--- src/rtl/keypad_lock_ctrl.sv ---
// keypad_lock_ctrl: access-control sequencer behind the 3x4 keypad scanner.
// Captures the 4-digit BCD entry on each rising edge of the confirm level,
// checks it against the stored code and runs the unlock / fail / lockout
// sequences. While unlocked, the stored code can be reprogrammed.
module keypad_lock_ctrl #(
  parameter logic [15:0] DEFAULT_CODE = 16'h1234,
  parameter int unsigned MAX_TRIES    = 3,
  parameter int unsigned OPEN_CYCLES  = 50000000,
  parameter int unsigned LOCK_CYCLES  = 100000000,
  parameter int unsigned CNT_W        = 27
) (
  input  logic        clk,
  input  logic        rst_n,
  input  logic [15:0] digits,
  input  logic        submit,
  input  logic        prog_mode,
  output logic        unlock,
  output logic        alarm,
  output logic        fail_pulse,
  output logic        code_updated,
  output logic [1:0]  fail_count,
  output logic [2:0]  state_dbg
);

  typedef enum logic [2:0] {
    IDLE    = 3'b000,
    CHECK   = 3'b001,
    OPEN    = 3'b010,
    FAIL    = 3'b011,
    LOCKOUT = 3'b100,
    PROGRAM = 3'b101
  } state_t;

  localparam logic [CNT_W-1:0] OPEN_LOAD = CNT_W'(OPEN_CYCLES - 1);
  localparam logic [CNT_W-1:0] LOCK_LOAD = CNT_W'(LOCK_CYCLES - 1);
  localparam logic [1:0]       FC_MAX    = 2'(MAX_TRIES);

  state_t           state_q;
  logic             submit_q;
  logic [15:0]      code_q;
  logic [15:0]      entry_q;
  logic [CNT_W-1:0] timer_q;
  logic             unlock_q;
  logic             alarm_q;
  logic             fail_pulse_q;
  logic             code_updated_q;
  logic [1:0]       fail_count_q;

  logic             sub_rise;
  logic             digits_bcd;
  logic             timer_zero;
  logic             last_try;

  // Confirm edge detect, BCD validity of the live entry, timer/try decodes.
  always_comb begin
    sub_rise   = submit & ~submit_q;
    digits_bcd = 1'b1;
    for (int unsigned i = 0; i < 4; i++) begin
      if (digits[4*i +: 4] > 4'd9) digits_bcd = 1'b0;
    end
    timer_zero = (timer_q == '0);
    last_try   = (({30'd0, fail_count_q} + 32'd1) == MAX_TRIES);
  end

  // Sequencer: state, timer, stored code and all registered outputs.
  always_ff @(posedge clk or negedge rst_n) begin
    if (!rst_n) begin
      state_q        <= IDLE;
      submit_q       <= 1'b1;
      code_q         <= DEFAULT_CODE;
      entry_q        <= '0;
      timer_q        <= '0;
      unlock_q       <= 1'b0;
      alarm_q        <= 1'b0;
      fail_pulse_q   <= 1'b0;
      code_updated_q <= 1'b0;
      fail_count_q   <= '0;
    end else begin
      submit_q       <= submit;
      fail_pulse_q   <= 1'b0;
      code_updated_q <= 1'b0;
      unique case (state_q)
        IDLE: begin
          if (sub_rise) begin
            entry_q <= digits;
            state_q <= CHECK;
          end
        end
        CHECK: begin
          if (entry_q == code_q) begin
            state_q      <= OPEN;
            fail_count_q <= '0;
            timer_q      <= OPEN_LOAD;
            unlock_q     <= 1'b1;
          end else if (last_try) begin
            state_q      <= LOCKOUT;
            fail_count_q <= FC_MAX;
            timer_q      <= LOCK_LOAD;
            alarm_q      <= 1'b1;
            fail_pulse_q <= 1'b1;
          end else begin
            state_q      <= FAIL;
            fail_count_q <= fail_count_q + 2'd1;
            fail_pulse_q <= 1'b1;
          end
        end
        FAIL: begin
          state_q <= IDLE;
        end
        OPEN: begin
          // Expiry is tested first so it wins over a coincident confirm.
          if (timer_zero) begin
            state_q  <= IDLE;
            unlock_q <= 1'b0;
          end else begin
            timer_q <= timer_q - CNT_W'(1);
            if (sub_rise) begin
              if (!prog_mode) begin
                state_q  <= IDLE;
                unlock_q <= 1'b0;
              end else if (digits_bcd) begin
                entry_q        <= digits;
                state_q        <= PROGRAM;
                code_updated_q <= 1'b1;
              end
            end
          end
        end
        PROGRAM: begin
          code_q  <= entry_q;
          state_q <= OPEN;
          timer_q <= OPEN_LOAD;
        end
        LOCKOUT: begin
          if (timer_zero) begin
            state_q      <= IDLE;
            fail_count_q <= '0;
            alarm_q      <= 1'b0;
          end else begin
            timer_q <= timer_q - CNT_W'(1);
          end
        end
        default: begin
          state_q  <= IDLE;
          unlock_q <= 1'b0;
          alarm_q  <= 1'b0;
        end
      endcase
    end
  end

  assign unlock       = unlock_q;
  assign alarm        = alarm_q;
  assign fail_pulse   = fail_pulse_q;
  assign code_updated = code_updated_q;
  assign fail_count   = fail_count_q;
  assign state_dbg    = state_q;

endmodule

--- config.mk ---
export PLATFORM = sky130hd
export DESIGN_NAME = keypad_lock_ctrl
export DESIGN_NICKNAME = d
export VERILOG_FILES = /design/src/rtl/keypad_lock_ctrl.sv
export SDC_FILE = /design/constraint.sdc
export NUM_CORES = 1
export LEC_CHECK = 0
export ABC_AREA = 1
export BUFFER_PORTS_ARGS = -buffer_cell sky130_fd_sc_hd__buf_4
export CORE_MARGIN = 2
export CORE_UTILIZATION = 68
export CTS_BUF_LIST = sky130_fd_sc_hd__clkbuf_8
export CTS_CLUSTER_SIZE = 25
export DETAILED_ROUTE_END_ITERATION = 16
export HOLD_SLACK_MARGIN = 0.08
export PLACE_DENSITY = 0.84
export SYNTH_ARGS = -nofsm -noshare
export SYNTH_HDL_FRONTEND = slang
export SYNTH_SLANG_ARGS = --single-unit
--- constraint.sdc ---
create_clock -name clk -period 3.4 [get_ports clk]
set_input_delay 0.68 -clock clk [delete_from_list [all_inputs] [get_ports clk]]
set_output_delay 0.68 -clock clk [all_outputs]
set_load 0.02 [all_outputs]
==> results.json, run 1 <==
{
  "ant_nets": 0,
  "synth_area_um2": 4146,
  "tightest_slew_ns": 0.8683,
  "globalplace.congestion": 0.8725,
  "io_buffers": 28,
  "setup_violations": 0,
  "synth_cells": 601,
  "grtUsageMet2_pct": 54.80,
  "yosysWarnings": 0,
  "setup_slack_ns": 1.132,
  "clockBufferDepth": 2,
  "status": "finished, final reports clean",
  "boundaryPins": 29,
  "drc_errors": 0,
  "avgRoutedWirePerCell_um": 13.23,
  "finalClockSkew_ns": 0.008927,
  "grt_pass1_wl_um": 15320,
  "slew_viol_final": 0,
  "powerDensity_nw_per_um2": 980.2,
  "dieWidth_um": 82.09,
  "fp.coreArea_um2": 5921,
  "worst-setup-path-type": "flip-flop to flip-flop",
  "crit_fanout": 35,
  "post_cts_resized": 0,
  "clk_pin_slew_ns": 0.07,
  "cts_tree": "built",
  "final_cells": 707,
  "synth-edff-count": 0,
  "finalCritPeriodShare_pct": 66.71,
  "min_path_type": "input pin to asynchronous set/reset pin",
  "final_area_um2": 4559,
  "relSlewSlack_pct": 42.11,
  "die-area_um2": 6739,
  "syn_nets": 623,
  "synth-simple-area-share_pct": 38.05,
  "hold_viol_final": 0,
  "clock-sinks": 69,
  "vias": 3853,
  "start_util_pct": 70.03,
  "async_reset_ff_share_pct": 100.0,
  "ys_ff_latch": 69,
  "pre_cts_slack_ns": 1.193,
  "grt_pass1_vias": 3630,
  "grt_util_met3_pct": 6.739,
  "met1_usage_pct": 33.50,
  "synth-compound-area-share_pct": 8.328,
  "avgSynthCellArea_um2": 6.899,
  "synth_mux_area_share_pct": 0,
  "grt_max_degree": 70,
  "placed_cell_area_um2": 4379,
  "worstPathRequired_ns": 3.68,
  "diodes": 0,
  "critPathArrivalTime_ns": 2.55,
  "max_cap_violations": 0,
  "final_layout_size_suffix_gt1_share_pct": 15.66,
  "synthXorXnorAreaFrac_pct": 2.323,
  "rsz0062_at_grt": "no",
  "fmax_ghz": 0.4409,
  "hold_buffers": 0,
  "postCtsSetupBuffers": 0,
  "synth_fa_ha_area_share_pct": 0.6035,
  "seq_area_frac_synth_pct": 41.82,
  "h-tree-depth": 3,
  "first_pass_iters": 5,
  "endpoint_kind": "flip-flop",
  "areaGrowthSynthToFinish_pct": 9.958,
  "finalSetupTns_ns": 0,
  "irDropWorstVdd_mv": 0.8667,
  "p_total_mw": 4.469,
  "ys.flop_type": "dfrtp_1",
  "antenna_found_initial": 0,
  "grt.total_usage_pct": 29.77,
  "top_usage_layer": "met2",
  "fillers": 449,
  "critPathLaunchType": "flip-flop",
  "wl_um": 9357,
  "dp_cells": 692,
  "rows": 28,
  "period_minus_slack_ns": 2.268,
  "hpwl_um": 6634,
  "clk_latency_ns": 0.35,
  "gr-total-overflow": 0,
  "synth_cell_types": 36,
  "nNetsFinal": 650,
  "die_h_um": 82.09,
  "via_per_inst": 5.450,
  "p_leak_nw": 2.353,
  "first_iter_violations": 218,
  "cts_inserted_buffers": 9,
  "cts_root_buffer": "clkbuf_8",
  "synth_top_family_by_area": "simple AND/OR/NAND/NOR gates"
}
[synthesized netlist by cell type, types with 2 or more instances]
cell | number | share of area, %
nand2_1 | 210 | 19
xor2_1 | 9 | 1.9
nand4_1 | 7 | 1.1
a21boi_0 | 2 | 0.36
nor2_1 | 84 | 7.6
nor3_1 | 2 | 0.24
a21oi_1 | 6 | 0.72
buf_6 | 3 | 0.81
ha_1 | 2 | 0.60
nand3_1 | 46 | 5.6
dfrtp_1 | 63 | 38
nand3b_1 | 3 | 0.54
or2_2 | 2 | 0.30
dfstp_2 | 6 | 3.8
a21oi_2 | 14 | 3.0
nor2_4 | 2 | 0.54
clkbuf_1 | 5 | 0.45
o21bai_1 | 2 | 0.36
inv_1 | 60 | 5.4
o21ai_1 | 9 | 1.1
inv_2 | 13 | 1.2
xnor2_1 | 2 | 0.42
buf_2 | 3 | 0.36
nand2_2 | 8 | 1.2
o21ai_0 | 22 | 2.7
nor2_2 | 6 | 0.91
[state kept, by name (all words and copies together), names as in the netlist]
signal        flops
timer_q          27
code_q           16
entry_q          16
state_dbg         3
fail_count        2
alarm             1
code_updated      1
fail_pulse        1
submit_q          1
unlock            1
[cell type report]
| type | instances | area (um2) | area share, % |
|---|---|---|---|
| clock buffers | 9 | 123.9 | 2.717 |
| clock inverters | 6 | 56.30 | 1.235 |
| multi-input cells | 443 | 2044 | 44.84 |
| repair buffers | 29 | 217.7 | 4.775 |
| inverters | 76 | 289.0 | 6.339 |
| well taps | 75 | 93.84 | 2.058 |
| flip-flops and latches | 69 | 1734 | 38.04 |
[where the power goes]
group | total [mW] | switching (mW) | internal (mW) | leakage, nW
logic | 2.26 | 1.51 | 0.758 | 1.44
clock network | 0.640 | 0.312 | 0.328 | 0.0960
registers | 1.57 | 0.340 | 1.23 | 0.816
[kinds of logic after synthesis]
| logic type | count (synthesis) |
|---|---|
| flip-flops | 69 |
| XOR/XNOR | 11 |
| AND/OR/NAND/NOR | 374 |
| buffers and inverters | 89 |
| adder cells (fa/ha/maj) | 2 |
| AO/OA/AOI/OAI | 56 |
[layer usage]
metal	wire length (um)	vias to the layer above
met5	0	-
met4	198	0
met3	401	26
met2	4862	109
met1	3894	1810
li1	-	1908
[cell usage in the layout (no fill, tap or decap), types with 3 or more instances in the layout]
master,count
nand2_2,8
a21oi_2,14
nand4_1,7
clkbuf_8,9
a21oi_1,6
o21ai_0,22
nand2_1,210
nand3_1,46
nor2_1,84
nor2_2,6
dfstp_2,6
o21ai_1,9
dfrtp_1,63
xor2_1,9
clkinv_2,4
buf_4,29
inv_2,13
inv_1,61
nand3b_1,3
[critical path: stages (launching register included)]
cell and delay, ns:
dfrtp_1 0.44, inv_1 0.11, nand3_2 0.14, nand2_2 0.47
inv_2 0.08, nand2_1 0.12, nand3_4 0.33, inv_4 0.32
nand2_1 0.08, nand2_1 0.07
[per-stage QoR]
| step | hold WS (ns) | util (%) |
|---|---|---|
| 2_1_floorplan | 0.3844 | - |
| 3_3_place_gp | 0.4565 | 73.96 |
| 3_5_place_dp | 0.4644 | 73.96 |
| 4_1_cts | 0.4363 | 77.01 |
| 5_1_grt | 0.4367 | 77.01 |
| 6_report | 0.4386 | 77.01 |
[path summary, 6_finish.rpt]
check                                  start  slack [ns]            end  depth (start not counted)
worst max-delay path            state_dbg[1]        1.13    timer_q[23]                          9
worst min-delay path                   rst_n        0.44    timer_q[14]                          1
worst max register to register  state_dbg[1]        1.13    timer_q[23]                          9
worst min register to register        unlock        0.48         unlock                          2
max in group asynchronous              rst_n        2.38  fail_count[1]                          1
min in group clk                      submit        0.45       submit_q                          1
No activity file was read; power rests on OpenSTA's default activity.
==> run 2: changes to the inputs <==
--- a/config.mk
+++ b/config.mk
@@ -8,12 +8,12 @@
 export ABC_AREA = 1
 export BUFFER_PORTS_ARGS = -buffer_cell sky130_fd_sc_hd__buf_4
 export CORE_MARGIN = 2
-export CORE_UTILIZATION = 68
+export CORE_UTILIZATION = 63
 export CTS_BUF_LIST = sky130_fd_sc_hd__clkbuf_8
 export CTS_CLUSTER_SIZE = 25
 export DETAILED_ROUTE_END_ITERATION = 16
 export HOLD_SLACK_MARGIN = 0.08
-export PLACE_DENSITY = 0.84
+export PLACE_DENSITY = 0.79
 export SYNTH_ARGS = -nofsm -noshare
 export SYNTH_HDL_FRONTEND = slang
 export SYNTH_SLANG_ARGS = --single-unit
==> constraint.sdc (replaced) <==
create_clock -name clk -period 2.2 [get_ports clk]
set_input_delay 0.44 -clock clk [delete_from_list [all_inputs] [get_ports clk]]
set_output_delay 0.44 -clock clk [all_outputs]
set_load 0.02 [all_outputs]
==> run 2 against run 1 <==
  * Clock skew fell by 0.0012 ns
  * Critical path depth rose by 3
  * First-iteration DRC count rose by 11%
  * Total power rose by 63%
  * Critical path type unchanged
  * Critical endpoint is now entry_q[0]
==> results.json, run 2 (synthesis gave the netlist of run 1 again) <==
{
  "status": "finished, final reports clean",
  "final_cells": 717,
  "final_area_um2": 4696,
  "regArea_um2": 1734,
  "grt_max_degree": 41,
  "grt_pass1_wl_um": 16310,
  "endpoint_kind": "flip-flop",
  "areaGrowthSynthToFinish_pct": 13.25,
  "fin_util_pct": 73.95,
  "hold_viol_final": 0,
  "wl_met3_um": 322,
  "relSlewSlack_pct": 62.52,
  "finalCritPeriodShare_pct": 85.99,
  "tightest_slew_ns": 0.5587,
  "first_iter_violations": 242,
  "clk_latency_ns": 0.34,
  "boundaryPins": 29,
  "critPathArrivalTime_ns": 2.16,
  "setup_violations": 0,
  "io_buffers": 28,
  "min_path_type": "input pin to flip-flop",
  "globalplace.congestion": 0.9129,
  "worst-setup-path-type": "flip-flop to flip-flop",
  "fmax_ghz": 0.5286,
  "hold_ws_ns": 0.2063,
  "start_util_pct": 65.30,
  "largest_register": "timer_q",
  "top_regs": "timer_q: 27 flops, code_q: 16 flops, entry_q: 16 flops",
  "critPathLaunchType": "flip-flop",
  "hpwl_um": 6634,
  "crit_fanout": 32,
  "final_layout_size_suffix_gt1_share_pct": 16.72,
  "worstPathRequired_ns": 2.47,
  "cts_tree": "built",
  "grt.total_usage_pct": 28.20,
  "gr-total-overflow": 0,
  "diodes": 0,
  "drc_errors": 0,
  "powerDensity_nw_per_um2": 1549,
  "fp.coreArea_um2": 6350,
  "clk_pin_slew_ns": 0.07,
  "clock-sinks": 69,
  "vias": 3823,
  "fillers": 524,
  "multi_input_area_um2": 2053,
  "die_h_um": 85.13,
  "avgRoutedWirePerCell_um": 12.92,
  "final_common_cell": "nand2_1",
  "clockBufferDepth": 2,
  "finalSetupTns_ns": 0,
  "via_per_inst": 5.332,
  "finalClockSkew_ns": 0.007736,
  "max_cap_violations": 0,
  "irDropWorstVdd_mv": 1.010,
  "ant_nets": 0,
  "grt_pass1_vias": 3744,
  "largest_reg_flops": 27,
  "dr_wl_met2_um": 4806,
  "p_leak_nw": 2.417,
  "wl_um": 9261,
  "dp_cells": 700,
  "h-tree-depth": 3,
  "dieWidth_um": 85.13,
  "placed_cell_area_um2": 4439,
  "cts_inserted_buffers": 9,
  "rows": 29,
  "slew_viol_final": 0,
  "nNetsFinal": 657,
  "highest_layer": "met4",
  "drt-met1-wl_um": 3977,
  "antenna_found_initial": 0,
  "cts_root_buffer": "clkbuf_8",
  "die-area_um2": 7246,
  "period_minus_slack_ns": 1.892,
  "final_cell_mix": "nand2_1 (210), nor2_1 (84), dfrtp_1 (63), inv_1 (60), nand3_1 (46)",
  "first_pass_iters": 5,
  "rsz0062_at_grt": "no"
}
[run 2: stage by stage]
step	setup slack, ns	power [mW]
floorplan	0.4319	5.214
global placement	0.3496	5.825
detailed placement	0.2340	5.988
CTS	0.2007	7.267
global route	0.07736	7.975
finish	0.3082	7.276
[run 2: final cells by class]
cell class	instances	share of cell area [%]
multi-input cells	443	43.73
flip-flops and latches	69	36.93
inverters	76	6.155
repair buffers	36	6.075
clock buffers	9	2.638
clock inverters	7	2.425
well taps	77	2.052
[run 2: per-layer routing]
| layer | vias to the layer above | global-route usage, % |
|---|---|---|
| met2 | 93 | 50.21 |
| met3 | 16 | 5.058 |
| met4 | 0 | 10.82 |
| met5 | - | 0 |
| met1 | 1784 | 33.84 |
| li1 | 1930 | - |
[run 2: path summary, 6_finish.rpt]
| kind | startpoint | endpoint | slack [ns] | depth (start not counted) |
|---|---|---|---|---|
| min in group asynchronous | rst_n | timer_q[22] | 0.57 | 2 |
| max reg2reg | timer_q[0] | entry_q[0] | 0.31 | 12 |
| min | submit | submit_q | 0.21 | 1 |
| min reg2reg | alarm | alarm | 0.47 | 2 |
| max in group asynchronous | rst_n | code_q[9] | 1.04 | 3 |
| max | timer_q[0] | entry_q[0] | 0.31 | 12 |
[run 2: repair_timing]
action	in CTS	in global routing
hold buffers	1	0
setup endpoints to repair	0	13
gates resized for setup	0	1
buffers inserted	0	0
hold endpoints to repair	27	0
[run 2: report_power, final]
group          leakage [nW]  switching [mW]  internal, mW  total (mW)
Clock                 0.123           0.497         0.749        1.25
Combinational          1.48            2.35          1.26        3.60
Sequential            0.816           0.533          1.89        2.43
Total                  2.42            3.38          3.90        7.28
[run 2: worst max-delay path: stages, from the launching register on]
cell      delay, ns
dfrtp_1        0.41
inv_1          0.10
ha_1           0.19
nand2_2        0.09
clkinv_2       0.09
nand2_2        0.06
nor2_2         0.13
nand2_2        0.12
nand2_2        0.10
nand2_2        0.09
nand2_8        0.23
nor2_1         0.09
a21oi_1        0.12
